**config.mk**
```make
export PLATFORM = sky130hd
export DESIGN_NAME = audio_sample_sequencer
export DESIGN_NICKNAME = d
export VERILOG_FILES = /design/src/rtl/audio_sample_sequencer.sv
export SDC_FILE = /design/constraint.sdc
export NUM_CORES = 1
export LEC_CHECK = 0
export ABC_AREA = 1
export CAP_MARGIN = 20
export CORE_UTILIZATION = 55
export CTS_CLUSTER_DIAMETER = 150
export CTS_CLUSTER_SIZE = 8
export DETAILED_ROUTE_END_ITERATION = 8
export GPL_TIMING_DRIVEN = 0
export PLACE_DENSITY = 0.77
export SYNTH_ARGS = -nofsm -noshare
export SYNTH_HDL_FRONTEND = slang
export SYNTH_SLANG_ARGS = --single-unit
```
**constraint.sdc**
```tcl
create_clock -name i_clk -period 2.53 [get_ports i_clk]
set_input_delay 0.3795 -clock i_clk [delete_from_list [all_inputs] [get_ports i_clk]]
set_output_delay 0.3795 -clock i_clk [all_outputs]
set_load 0.01 [all_outputs]
```
**src/rtl/audio_sample_sequencer.sv**
```systemverilog
// Purpose: paces buffered signed PCM samples into the sigma-delta DAC at a programmable rate, with shift volume and underrun detection.
// Latency: first pop i_divisor+1 cycles after entering PLAY; tick to o_sample/o_sample_strobe is 1 cycle.
// Backpressure: o_s_ready drops only when the 16-entry FIFO is full; pushes are accepted and discarded while idle or disabling.

module sample_fifo #(
    parameter int DW = 16,
    parameter int AW = 4
) (
    input  logic          i_clk,
    input  logic          i_res,
    input  logic          flush,
    input  logic          push_vld,
    input  logic [DW-1:0] push_dat,
    input  logic          pop,
    output logic [DW-1:0] head_dat,
    output logic [AW:0]   level
);
    logic [DW-1:0] mem [0:(1<<AW)-1];
    logic [AW-1:0] wr_ptr;
    logic [AW-1:0] rd_ptr;

    always_ff @(posedge i_clk or negedge i_res) begin
        if (!i_res) begin
            wr_ptr <= '0;
            rd_ptr <= '0;
            level  <= '0;
        end else if (flush) begin
            wr_ptr <= '0;
            rd_ptr <= '0;
            level  <= '0;
        end else begin
            if (push_vld) wr_ptr <= wr_ptr + AW'(1);
            if (pop)      rd_ptr <= rd_ptr + AW'(1);
            case ({push_vld, pop})
                2'b10:   level <= level + (AW+1)'(1);
                2'b01:   level <= level - (AW+1)'(1);
                default: level <= level;
            endcase
        end
    end

    // Storage needs no reset; occupancy is tracked by the pointers and level.
    always_ff @(posedge i_clk) begin
        if (push_vld && !flush) mem[wr_ptr] <= push_dat;
    end

    assign head_dat = mem[rd_ptr];
endmodule

module audio_sample_sequencer #(
    parameter int FIFO_AW = 4,
    parameter int DIV_W   = 16
) (
    input  logic               i_clk,
    input  logic               i_res,
    input  logic               i_enable,
    input  logic [DIV_W-1:0]   i_divisor,
    input  logic [3:0]         i_volume,
    input  logic [15:0]        i_s_data,
    input  logic               i_s_valid,
    output logic               o_s_ready,
    output logic [15:0]        o_sample,
    output logic               o_sample_strobe,
    output logic               o_underrun,
    input  logic               i_clear_underrun,
    output logic [FIFO_AW:0]   o_level,
    output logic               o_playing
);
    localparam logic [FIFO_AW:0] LVL_FULL = {1'b1, {FIFO_AW{1'b0}}};
    localparam logic [FIFO_AW:0] LVL_HALF = {2'b01, {(FIFO_AW-1){1'b0}}};

    typedef enum logic [1:0] {ST_IDLE, ST_PRIME, ST_PLAY} state_t;

    state_t            state, state_nxt;
    logic [DIV_W-1:0]  div_cnt, div_nxt;
    logic              flush;
    logic              pop;
    logic              push_vld;
    logic              underrun_set;
    logic [15:0]       head_dat;
    logic signed [15:0] shaped;

    assign o_s_ready = (o_level != LVL_FULL);
    assign push_vld  = i_s_valid & o_s_ready;
    assign o_playing = (state == ST_PLAY);
    assign shaped    = $signed(head_dat) >>> i_volume;

    sample_fifo #(.DW(16), .AW(FIFO_AW)) u_fifo (
        .i_clk    (i_clk),
        .i_res    (i_res),
        .flush    (flush),
        .push_vld (push_vld),
        .push_dat (i_s_data),
        .pop      (pop),
        .head_dat (head_dat),
        .level    (o_level)
    );

    always_ff @(posedge i_clk or negedge i_res) begin
        if (!i_res) begin
            state   <= ST_IDLE;
            div_cnt <= '0;
        end else begin
            state   <= state_nxt;
            div_cnt <= div_nxt;
        end
    end

    always_comb begin
        state_nxt    = state;
        div_nxt      = div_cnt;
        flush        = 1'b0;
        pop          = 1'b0;
        underrun_set = 1'b0;
        case (state)
            ST_IDLE: begin
                flush   = 1'b1;
                div_nxt = '0;
                if (i_enable) state_nxt = ST_PRIME;
            end
            ST_PRIME: begin
                if (!i_enable) begin
                    flush     = 1'b1;
                    state_nxt = ST_IDLE;
                end else if (o_level >= LVL_HALF) begin
                    div_nxt   = i_divisor;
                    state_nxt = ST_PLAY;
                end
            end
            ST_PLAY: begin
                // Disabling wins over a coincident tick, so nothing is popped on the way out.
                if (!i_enable) begin
                    flush     = 1'b1;
                    state_nxt = ST_IDLE;
                end else if (div_cnt == '0) begin
                    div_nxt = i_divisor;
                    if (o_level != '0) begin
                        pop = 1'b1;
                    end else begin
                        underrun_set = 1'b1;
                        state_nxt    = ST_PRIME;
                    end
                end else begin
                    div_nxt = div_cnt - DIV_W'(1);
                end
            end
            default: state_nxt = ST_IDLE;
        endcase
    end

    always_ff @(posedge i_clk or negedge i_res) begin
        if (!i_res) begin
            o_sample        <= 16'h0000;
            o_sample_strobe <= 1'b0;
            o_underrun      <= 1'b0;
        end else begin
            o_sample_strobe <= pop;
            if (flush)    o_sample <= 16'h0000;
            else if (pop) o_sample <= shaped;
            if (underrun_set)          o_underrun <= 1'b1;
            else if (i_clear_underrun) o_underrun <= 1'b0;
        end
    end
endmodule

```
**Word level (Yosys, flattened, before mapping)**

Memories as Yosys holds them, arrays and structs flattened.
Index checks and enable logic that the tools add are counted.

- Register bits after elaboration: 49
- Bits in writable memories: 256
- Input bits: 41
- Output and inout bits: 25
- Word-level logic and storage cells: 76
- Memories: 1

Memories:

| name | depth | bits a word | read ports | clocked after memory_dff | wr ports | line | RTL |
|---|---|---|---|---|---|---|---|
| u_fifo.mem | 16 | 16 | 1 | 0 | 1 | 18 | `logic [DW-1:0] mem [0:(1<<AW)-1];` |

- Add/subtract/negate cells: 5
- Order comparisons: 1
- Equality and inequality tests: 12
- Shift operators: 1
- Mux-type cells: 34
- Bitwise logic cells: 1
- Reduce and logical (&&, ||, !) cells: 13

Operator list:

| operator | count |
|---|---|
| 16-bit two-way mux | 6 |
| 16-bit case mux with 3 select lines | 1 |
| 16-bit logical NOT | 1 |
| 4-bit two-way mux | 4 |
| 16-bit by 4-bit >>> shifter with 16-bit output | 1 |
| 16-bit by 1-bit subtractor with 16-bit output (second input constant) | 1 |
| 1-bit two-way mux | 13 |
| 2-bit two-way mux | 6 |
| 5-bit case mux with 2 select lines | 1 |
| 4-bit by 1-bit adder with 4-bit output (second input constant) | 2 |
| 2-bit != test (second input constant) | 4 |
| 4-bit AND reduction | 2 |
| 3-bit != test (second input constant) | 2 |
| 2-bit case mux with 3 select lines | 1 |
| 2-bit nonzero test | 3 |
| 3-bit nonzero test | 2 |
| 5-bit by 1-bit adder with 5-bit output (second input constant) | 1 |
| 5-bit by 4-bit >= comparator with 1-bit output (second input constant) | 1 |
| 5-bit two-way mux | 1 |
| 5-bit != test (second input constant) | 1 |
| 5-bit nonzero test | 1 |
| 5-bit by 1-bit subtractor with 5-bit output (second input constant) | 1 |
| 2-bit by 1-bit == test with 1-bit output (second input constant) | 2 |
| 2-bit == test (second input constant) | 2 |
| other kinds (7) | 7 |

**Depth between registers and ports, before layout**

- Depth in word-level cells: 8
- Mapped depth: 19
- Gate-level depth less buffers: 18

**By module**

From an unflattened synthesis, not the netlist that was laid out.

- Cells, all modules: 1364
- Area, all modules: 14046.0 µm²

Modules (own cells, without submodules):

| module | times used | cells each | area each (µm²) | sequential area each (µm²) |
|---|---|---|---|---|
| sample_fifo | 1 | 865 | 10999.3 | 8012.7 |
| audio_sample_sequencer | 1 | 499 | 3046.7 | 900.9 |

**Least setup slack after synthesis**

OpenSTA, ideal clock, no wires.

- Path type: reg2reg
- Start point: reg state[0]
- End point: mem u_fifo.mem[0][0], enable pin
- Setup time: 0.388 ns
- Arrival time: 2.116 ns
- Required time: 2.142 ns
- Slack: 0.026 ns
- Cell stages (with the launch flop): 8
- Buffers on the path: 0
- Clock period less this slack: 2.504 ns
- Cells stage by stage: dfrtp_1 -> inv_1 -> ha_1 -> nand2_1 -> a21oi_1 -> nor2_1 -> nand3_1 -> nor2_1

- Cells in the longest elaborated chain, start to end: 7
- Elaborated cells between the ends (all ways): 9
- Classes of those cells: eq/ne: 2; mux: 3; reduce/logical: 4

Ends and longest elaborated chain:

| what | line | RTL |
|---|---|---|
| start: declaration | 74 | `state_t state, state_nxt;` |
| start signal: assignment | 104 | `state <= state_nxt;` |
| 2-bit == test / 2-bit by 1-bit == test with 1-bit output (equally long branches) | 115 | `case (state)` |
| 2-bit OR reduction (no line) | -- |  |
| 1-bit case mux with 2 select lines (*) | 115 |  |
| 1-bit logical NOT (*) | 44 | `if (push_vld && !flush) mem[wr_ptr] <= push_dat;` |
| 1-bit logical AND (*) | 44 |  |
| 1-bit two-way mux (*) | 44 |  |
| 1-bit two-way mux (not written as such) (*) | 44 |  |
| end: declaration | 18 |  |

Every way passes the cells marked *; elsewhere a longest branch is shown, timed or not.

**Worst setup path in the final report**

- Start point: reg u_fifo.level[0]
- End point: reg u_fifo.level[4]

- Cells in the longest elaborated chain, start to end: 8
- Elaborated cells between the ends (all ways): 14
- Classes of those cells: add/sub: 2; eq/ne: 3; mux: 6; bitwise: 1; reduce/logical: 2

Ends and longest elaborated chain:

| what | line | RTL |
|---|---|---|
| start: declaration | 16 | `output logic [AW:0] level` |
| start signal: assignment | 35 | `2'b10: level <= level + (AW+1)'(1);` |
| start signal: assignment | 36 | `2'b01: level <= level - (AW+1)'(1);` |
| start signal: assignment | 37 | `default: level <= level;` |
| 5-bit nonzero test | 137 | `if (o_level != '0) begin` |
| 1-bit two-way mux | 137 |  |
| 1-bit two-way mux | 135 | `end else if (div_cnt == '0) begin` |
| 1-bit two-way mux | 132 | `if (!i_enable) begin` |
| 1-bit two-way mux | 115 |  |
| 2-bit by 1-bit == test with 1-bit output / 2-bit == test (equally long branches) | 34 | `case ({push_vld, pop})` |
| 5-bit case mux with 2 select lines | 34 |  |
| 5-bit two-way mux | 27 | `end else if (flush) begin` |

Several ways; a longest one is shown, not always the timed one.
A chain may end at the register's enable or synchronous reset.

==> results list <==
- Io pins: 66
* Number of global-route vias before repair: 11160
- Counting along the longest clock path gives a buffer depth of 3.
- Wire length of the first global-routing pass: 62.92 mm
* Ratio of final minimum period to clock period: 1.012
* Via/cell ratio: 5.973
* Setup repair after global routing missed its margin: yes
- Slew margin rel.: 0.5162
* R2R cell count: 12
- At the end of the flow, the number of nets in the layout was 1631.
- Status: finished with violations
* Leakage: 6.821 nW
- Maximum number of pins on one net before global-route repair: 40
- Fin. max-slew vios: 0
- At the pin with the least slew margin, the transition time is 725.7 ps.
- Detailed placement ended at an HPWL of 26.15 mm.
* Count of buffers from port buffering: 63
- Antenna violations before repair: 0
- Crit path time final: 2561 ps
* Number of design-rule violations left by the first detailed-router iteration: 1559
- Mapped Area: 14020 sq um
- Clock Sink Count: 305
- Of all flip-flops after synthesis, the portion carrying an async set or reset was 0.1607.
* Final core utilization: 0.6802
* Starting Density: 0.5584
* Die extent in x: 161.7 um
- For the worst-skew pair, the clock arrives at the later sink with an insertion delay of 550 ps.
- Across all setup checks in the final design, the least slack found is -31.06 ps.
* Last weighted congestion value of the routability-driven placer: 0.9184
- Clock H-tree levels: 2
- TritonCTS built the clock tree.
* Reg clk slew, reported paths: 50 ps
* Flip-flop cell with the highest count after synthesis: sky130_fd_sc_hd__edfxtp_1
- Cell with the largest stage delay on the worst path: sky130_fd_sc_hd__dfrtp_2
- Layout Cells excl Fill: 1924
- The cell sitting at the root of the clock tree is a sky130_fd_sc_hd__clkbuf_16.
- Each instance of the synthesized netlist takes up on average 9.818 sq um.
* Longest individual stage delay on the worst path: 470 ps
- The final reports fail on negative setup slack.
- The worst register-to-register path ends at u_fifo.level[4]$_DFFE_PN0P_.
- Final-report setup violation count: 1
- The number of antenna diodes in the final layout is 0.
- Total power per unit cell area: 883.2 nW/um^2
- Area of the die: 26130 sq um
- The worst hold path belongs to the class in -> async.
* Fin. Hold Viols: 0
* Cells after synthesis: 1428
- Setup slack on the worst flop-to-flop path: -30 ps
* Total Routed Length: 41.82 mm
* Area of the core region: 25110 sq um
- STA classifies the critical path endpoint as a register.
* Post-synthesis cell type with the largest combined area: sky130_fd_sc_hd__edfxtp_1
* Die span in y: 161.7 um
- Area fraction of the dominant cell type after synthesis: 0.5483
* Yosys synthesis warning count: 0
- For this run, the total global-route usage over all layers was measured as 0.3224.
- Max_cap viols: 0
- Timing-limited maximum frequency: 390.5 MHz
* Via count of the routed design: 11490
* Worst-path maximum fanout: 9
- Walking the worst path, the cells encountered are nor3_4, nand3_2, nand2_4, inv_1, nor4_2, ha_1, inv_1, nor2_1, nor2_1, nand3_1, nand3_1, nand2_1.
- Routed length per instance: 21.73 um
* Crit path arrival time: 3000 ps
- Yosys attributes the largest share of cell area to sky130_fd_sc_hd__edfxtp_1 55%, sky130_fd_sc_hd__nand2_1 12%, sky130_fd_sc_hd__dfrtp_1 8.7%.
- Number of enable flip-flop cells after synthesis: 256
- With fillers left out, the area of the finished cells amounts to 17080 sq um.
* Buf/Inv on CP: 2
- Reg2Reg Launch Point: u_fifo.level[0]$_DFFE_PN0P_
- Yosys mapped the design onto 43 distinct sky130hd cell types.
- Largest clock skew in the final design: 24.65 ps
* Rows: 58
* Pre-CTS worst setup slack: -653.3 ps
- Area Growth Syn to Fin: 21.82%
- For this run, design rule violations remaining after detail routing come to 0.
- Including well taps, the total number of placed cells is 1838.
- Number of search-and-repair iterations in the first detailed-routing pass: 6
- Portion of the post-synthesis area used by sequential elements: 0.6358
- For the worst setup path, the data required time is 2970 ps.
- STA classifies the critical path startpoint as a register.
- The worst-case IR drop observed on VDD is 0.6832 mV.
- Synthesis inferred 305 register bits.
- CTS buffer count: 44
- Of the cells placed in the final design, the portion with a size suffix greater than 1 is 0.1236.
- The worst setup path is of the reg -> reg kind.
- Broken down by cell family, the worst path's largest delay share belongs to simple AND/OR/NAND/NOR gates.
* Placed inst area: 15390 sq um
- Counting the fill cells in the layout gives 1806.
* Synth Net Count: 1482
- Post-DRT Antenna Nets: 0
* Congestion Overflow GR: 0
metal layers:
metal / vias to the layer above / wire [um] / GRT usage
li1: 5119 / - / -
met1: 5444 / 15050 / 0.4048
met2: 759 / 20560 / 0.5460
met3: 171 / 4166 / 0.05107
met4: 0 / 2039 / 0.1604
met5: - / 0 / 0
cells by family after synthesis:
logic type               share of synthesized area
AO/OA/AOI/OAI                              0.05721
XOR/XNOR                                  0.006247
adder cells (fa/ha/maj)                    0.01160
buffers and inverters                      0.05194
flip-flops                                  0.6358
AND/OR/NAND/NOR                             0.2372
cell type report:
class                      instances  area, sq um  share of cell area
timing repair buffer             103         1207             0.07070
sequential                       305         8916              0.5221
clock inverter                     4        53.80            0.003150
buffer                            62        390.4             0.02286
inverter                          92        349.1             0.02044
clock buffer                      59         1157             0.06777
tap                              330        412.9             0.02418
multi-input combinational        969         4592              0.2689
placed cells by master (no fill, tap or decap), drive strengths merged, types with 3 or more instances in the layout:
cell and count:
nand3 177, o22ai 12, clkdlybuf4s50 62, o211ai 8, xor2 10, ha 13, dfrtp 49, o21ai 68
edfxtp 256, clkinv 3, a22oi 6, clkbuf 70, nand4 6, buf 91, nand2 448, a21oi 37
nor2 164, nor3 8, inv 93
how the worst max path moves through the flow:
stage                                      from  cells after the start  slack [ps]                          end
floorplan                  state[0]$_DFFE_PN0P_                      7          30   u_fifo.mem[0][0]$_DFFE_PP_
detailed placement                     i_enable                      8        -650  u_fifo.mem[13][4]$_DFFE_PP_
global route        u_fifo.level[0]$_DFFE_PN0P_                     12         -80  u_fifo.level[4]$_DFFE_PN0P_
CTS                        state[1]$_DFFE_PN0P_                      8          -6  u_fifo.mem[0][13]$_DFFE_PP_
global placement                       i_enable                      7       -1460   u_fifo.mem[4][4]$_DFFE_PP_
finish              u_fifo.level[0]$_DFFE_PN0P_                     12         -30  u_fifo.level[4]$_DFFE_PN0P_
through the flow:
step           hold slack [ps]  power (mW)  setup TNS [ps]
6_report                 276.0       15.08          -31.06
5_1_grt                  285.1       15.72          -77.19
4_1_cts                  254.2       14.74          -39.05
3_5_place_dp             267.9       9.449         -115120
3_3_place_gp             470.8       9.320         -347790
2_1_floorplan            83.91       8.403               0
cell usage after synthesis, drive strengths merged (6+ instances only):
cell / number
a21oi: 37
a22oi: 6
buf: 52
clkbuf: 10
dfrtp: 49
edfxtp: 256
ha: 13
inv: 91
nand2: 448
nand3: 177
nand4: 6
nor2: 164
nor3: 8
o211ai: 8
o21ai: 68
o22ai: 12
xor2: 10
flip-flops by register name, indices dropped and copies added, names as in the netlist:
signal           flops
u_fifo.mem         256
div_cnt             16
o_sample            16
u_fifo.rd_ptr        4
u_fifo.wr_ptr        4
u_fifo.level         5
state                2
o_sample_strobe      1
o_underrun           1
repair_timing:
| item | 4_1_cts | 5_1_grt |
|---|---|---|
| setup buffers | 16 | 6 |
| hold buffers | 1 | 0 |
| gates resized for setup | 21 | 32 |
| pin swaps | 14 | 7 |
| hold endpoints to repair | 10 | 0 |
| endpoints found under the setup margin | 255 | 216 |
report_power, final:
| part | internal [mW] | switching [mW] | total [mW] |
|---|---|---|---|
| combinational | 1.27 | 2.60 | 3.87 |
| sequential | 5.77 | 0.203 | 5.97 |
| clock | 3.16 | 2.08 | 5.24 |
| total | 10.2 | 4.89 | 15.1 |
Note: power is estimated with default switching activity, not from simulation.
